==> config.mk <==
export PLATFORM = sky130hd
export DESIGN_NAME = regs8_serializer
export DESIGN_NICKNAME = d
export VERILOG_FILES = /design/src/rtl/regs8_serializer.sv
export SDC_FILE = /design/constraint.sdc
export NUM_CORES = 1
export LEC_CHECK = 0
export CORE_MARGIN = 3
export CORE_UTILIZATION = 53
export CTS_CLUSTER_SIZE = 30
export DETAILED_ROUTE_END_ITERATION = 7
export GPL_TIMING_DRIVEN = 0
export HOLD_SLACK_MARGIN = 0.05
export PLACE_DENSITY = 0.78
export SKIP_LAST_GASP = 1
export SLEW_MARGIN = 20
export SYNTH_ARGS = -nofsm -noshare
export SYNTH_HDL_FRONTEND = slang
export SYNTH_SLANG_ARGS = --single-unit
==> constraint.sdc <==
create_clock -name clk -period 2.7 [get_ports clk]
set_input_delay 0.405 -clock clk [delete_from_list [all_inputs] [get_ports clk]]
set_output_delay 0.405 -clock clk [all_outputs]
set_load 0.05 [all_outputs]
==> src/rtl/regs8_serializer.sv <==
// Parallel-in, serial-out reader for 8-bit register words: one byte per load
// handshake, shifted out on sdo inside a frame window. Optional even-parity bit
// is enabled by defining REGS8_SER_PARITY_EN.
module regs8_serializer #(
   parameter int MSB_FIRST  = 1,
   parameter int BIT_CYCLES = 1
) (
   input  logic       clk,
   input  logic       clear_n,
   input  logic [7:0] D,
   input  logic       load,
   output logic       in_ready,
   output logic       sdo,
   output logic       frame,
   output logic       done
);

`ifdef REGS8_SER_PARITY_EN
   localparam int CNT_W = 4;
`else
   localparam int CNT_W = 3;
`endif

   localparam logic [7:0]       HOLD_RELOAD = 8'(BIT_CYCLES - 1);
   localparam logic [CNT_W-1:0] LAST_BIT    = CNT_W'(7);

   typedef enum logic [1:0] {
      ST_IDLE   = 2'd0,
      ST_SHIFT  = 2'd1,
      ST_PARITY = 2'd2
   } state_e;

   state_e           state_q,   state_d;
   logic [7:0]       shreg_q,   shreg_d;
   logic [CNT_W-1:0] bit_cnt_q, bit_cnt_d;
   logic [7:0]       hold_q,    hold_d;
   logic             done_q,    done_d;
   logic             head_bit;
   logic [7:0]       shreg_next;

`ifdef REGS8_SER_PARITY_EN
   logic parity_q, parity_d;
`endif

   // Head is the bit currently on the wire; the register always shifts toward it.
   always_comb begin
      head_bit   = 1'b0;
      shreg_next = 8'h00;
      if (MSB_FIRST != 0) begin
         head_bit   = shreg_q[7];
         shreg_next = {shreg_q[6:0], 1'b0};
      end else begin
         head_bit   = shreg_q[0];
         shreg_next = {1'b0, shreg_q[7:1]};
      end
   end

   always_comb begin
      state_d   = state_q;
      shreg_d   = shreg_q;
      bit_cnt_d = bit_cnt_q;
      hold_d    = hold_q;
      done_d    = 1'b0;
`ifdef REGS8_SER_PARITY_EN
      parity_d  = parity_q;
`endif
      case (state_q)
         ST_IDLE: begin
            if (load) begin
               state_d   = ST_SHIFT;
               shreg_d   = D;
               bit_cnt_d = '0;
               hold_d    = HOLD_RELOAD;
`ifdef REGS8_SER_PARITY_EN
               parity_d  = ^D;
`endif
            end
         end
         ST_SHIFT: begin
            if (hold_q != 8'd0) begin
               hold_d = hold_q - 8'd1;
            end else if (bit_cnt_q == LAST_BIT) begin
`ifdef REGS8_SER_PARITY_EN
               state_d   = ST_PARITY;
               bit_cnt_d = bit_cnt_q + CNT_W'(1);
               hold_d    = HOLD_RELOAD;
`else
               state_d   = ST_IDLE;
               done_d    = 1'b1;
`endif
            end else begin
               shreg_d   = shreg_next;
               bit_cnt_d = bit_cnt_q + CNT_W'(1);
               hold_d    = HOLD_RELOAD;
            end
         end
`ifdef REGS8_SER_PARITY_EN
         ST_PARITY: begin
            if (hold_q != 8'd0) begin
               hold_d = hold_q - 8'd1;
            end else begin
               state_d = ST_IDLE;
               done_d  = 1'b1;
            end
         end
`endif
         default: begin
            state_d = ST_IDLE;
         end
      endcase
   end

   always_ff @(posedge clk or negedge clear_n) begin
      if (!clear_n) begin
         state_q   <= ST_IDLE;
         shreg_q   <= 8'h00;
         bit_cnt_q <= '0;
         hold_q    <= 8'd0;
         done_q    <= 1'b0;
      end else begin
         state_q   <= state_d;
         shreg_q   <= shreg_d;
         bit_cnt_q <= bit_cnt_d;
         hold_q    <= hold_d;
         done_q    <= done_d;
      end
   end

`ifdef REGS8_SER_PARITY_EN
   always_ff @(posedge clk or negedge clear_n) begin
      if (!clear_n) begin
         parity_q <= 1'b0;
      end else begin
         parity_q <= parity_d;
      end
   end
`endif

   // All outputs decode flops only; load and D never reach them combinationally.
   always_comb begin
      in_ready = (state_q == ST_IDLE);
      frame    = (state_q != ST_IDLE);
      done     = done_q;
      case (state_q)
         ST_SHIFT:  sdo = head_bit;
`ifdef REGS8_SER_PARITY_EN
         ST_PARITY: sdo = parity_q;
`endif
         default:   sdo = 1'b1;
      endcase
   end

endmodule

==> out/qor.yml <==
cp_cell_sequence: "inv_1 > nor2_1 > inv_1 > clkdlybuf4s50_1"
syn_to_final_growth_pct: 18.5
hold_start: "hold_q[5]$_DFFE_PN0P_"
worstReg2RegEnd: "bit_cnt_q[0]$_DFFE_PN0P_"
cts_buffers: 3
holdPathEnd: "hold_q[5]$_DFFE_PN0P_"
ant_nets: 0
async_reset_ff_share_pct: 100
syn_nets: 131
finalCritPeriodShare_pct: 83.9
die_width_um: 51.3
finalPower_mw: 0.507
synth_cell_types: 32
critPathLaunchType: "flip-flop"
seq_area_frac_synth_pct: 48.3
whs_ps: 482
rsz0062_at_grt: "false"
globalplace.congestion: 0.835
hold_viol: 0
timing.setup.tns_ps: 0
clock_skew_ps: 6.40
utilization_pct: 70.8
drc: 0
whs_path_depth: 1
power_density_mw_per_mm2: 394
place_area_sq_mm: 0.00126
drt_iter0_markers: 52
cp_data_arrival_time_ps: 1860
wire_per_inst_um: 14.7
clock_path_buffers: 2
io_buffers: 14
setup_violations: 0
grt-ovfl-total: 0
slowest_stage: "clkdlybuf4s50_1"
grt_use_total_pct: 21.4
cts_tree: "built"
clk_latency_ps: 310
crit_top_cell: "inv_1"
slew_headroom_pct: 37.6
io_pins: 15
irDropWorstVdd_mv: 0.272
clock-sinks: 21
clkTransAtPathRegs_ps: 120
cts_max_level: 1
design_area_sq_mm: 0.00129
die_area_sq_mm: 0.00263
regToRegSetupSlack_ps: 440
syn-instance-count: 117
critical_path_class: "flip-flop to output port"
die_h_um: 51.3
drive_above_1_share_pct: 5.93
min_path_type: "flip-flop to flip-flop"
cp_max_fo: 5
synth-warning-count: 0
grt_first_pass_wirelength_um: 4220
syn-cell-area_sq_mm: 0.00109
cpPeakStageDelay_ps: 790
endpoint_kind: "output port"
status: "completed"
diodes: 0
antenna_found_initial: 0
leakagePower_nw: 0.523
worstReg2RegStart: "hold_q[0]$_DFFE_PN0P_"
drt_pass1_iterations: 5
cts-hold-fix-buffers: 0
yosys_most_used_dff: "dfrtp_1"
vias_per_cell: 6.09
grt_pass1_vias: 956
fillerInstances: 149
synth-edff-count: 0
synth_seq_cells: 21
reg2reg_depth: 7
synth_area_per_cell_sq_um: 9.29
coreArea_sq_mm: 0.00182
max-cap-violations: 0
hpwl_um: 1700
maxSlewViolCount: 0
worst_pin_slew_ps: 934
fmax_mhz: 441
startpoint: "state_q[0]$_DFFE_PN0P_"
rows: 15
vias: 974
start_util_pct: 59.7
routed_wirelength_um: 2350
grt_max_degree: 22
cts_root_buf: "clkbuf_4"
worstPathRequired_ps: 2300
min_period_ps: 2270
fin_nets: 150
[sequential cells by signal (all words and copies together) (netlist names)]
| name | count |
|---|---|
| shreg_q | 8 |
| hold_q | 8 |
| done | 1 |
| bit_cnt_q | 3 |
| state_q | 1 |
[routing by layer]
metal  track usage [%]  wire length [um]  vias up
met3              4.08               172        7
li1                  -                 -      473
met1              28.6              1070      453
met4              9.17                46        0
met5                 0                 0        -
met2              33.7              1050       41
[kinds of logic after synthesis]
family,count (synthesis),synth area share (%)
adders and majority gates,3,3.45
DFF,21,48.3
AOI/OAI and AO/OA,34,21.1
and+or+nand+nor,46,21.2
muxes,1,0.921
buffers and inverters,12,5.06
[repair_timing]
item                                    in CTS  in global routing
gates resized for setup                      0                  1
endpoints found under the setup margin       0                  1
endpoints found under the hold margin        0                  0
setup buffers                                0                  0
[cell usage after synthesis (all sizes together), types with 2 or more instances]
library cell	number	area [sq um]
nor2	13	48.8
dfrtp	21	526
ha	3	37.5
nand2b	2	12.5
or4	4	30.0
nor3	8	40.0
a22o	2	17.5
o31ai	2	15.0
inv	5	18.8
o22ai	9	56.3
nand2	7	26.3
a211oi	7	52.6
o21ai	7	35.0
clkbuf	4	15.0
nand3	6	30.0
buf	3	21.3
[worst max-delay path, delay by kind of cell, from the launching register on]
kind | cells | cell delay, ps
buffers and inverters | 3 | 1010
DFF | 1 | 450
and+or+nand+nor | 1 | 80
[layout make-up]
| class | count | area, sq um | area share, % |
|---|---|---|---|
| buffer | 7 | 36.3 | 2.82 |
| clock buffer | 3 | 22.5 | 1.75 |
| clock inverter | 1 | 5.00 | 0.388 |
| inverter | 5 | 18.8 | 1.46 |
| multi-input combinational | 84 | 507 | 39.3 |
| sequential | 21 | 526 | 40.8 |
| tap | 25 | 31.3 | 2.43 |
| timing repair buffer | 14 | 143 | 11.1 |
[power by group]
part           switching, mW  internal (mW)  leakage (nW)
logic                 0.0146         0.0178         0.273
registers            0.00414          0.320         0.232
clock network         0.0957         0.0553        0.0177
total                  0.114          0.393         0.523
[placed cells by master (no fill, tap or decap), drive strengths merged, types with 2 or more instances in the layout]
cell           synthesis  routed
a211oi                 7       7
a22o                   2       2
buf                    3       3
clkbuf                 4       7
clkdlybuf4s50          0      13
dfrtp                 21      21
ha                     3       3
inv                    5       5
nand2                  7       7
nand2b                 2       2
nand3                  6       6
nor2                  13      13
nor3                   8       8
o21ai                  7       7
o22ai                  9       9
o31ai                  2       2
or4                    4       4
[how the worst max path moves through the flow]
stage	depth (start not counted)	slack [ps]	endpoint
detailed placement	3	450	in_ready
floorplan	7	650	bit_cnt_q[0]$_DFFE_PN0P_
global route	8	290	hold_q[3]$_DFFE_PN0P_
CTS	3	80	in_ready
finish	4	430	sdo
global placement	3	440	in_ready
[metrics by stage]
step | worst slack (ps) | cells
4_1_cts | 78.4 | 160
3_3_place_gp | 440 | 156
3_5_place_dp | 453 | 156
5_1_grt | 291 | 160
2_1_floorplan | 646 | 117
6_report | 434 | 160
No activity file was read; power rests on OpenSTA's default activity.
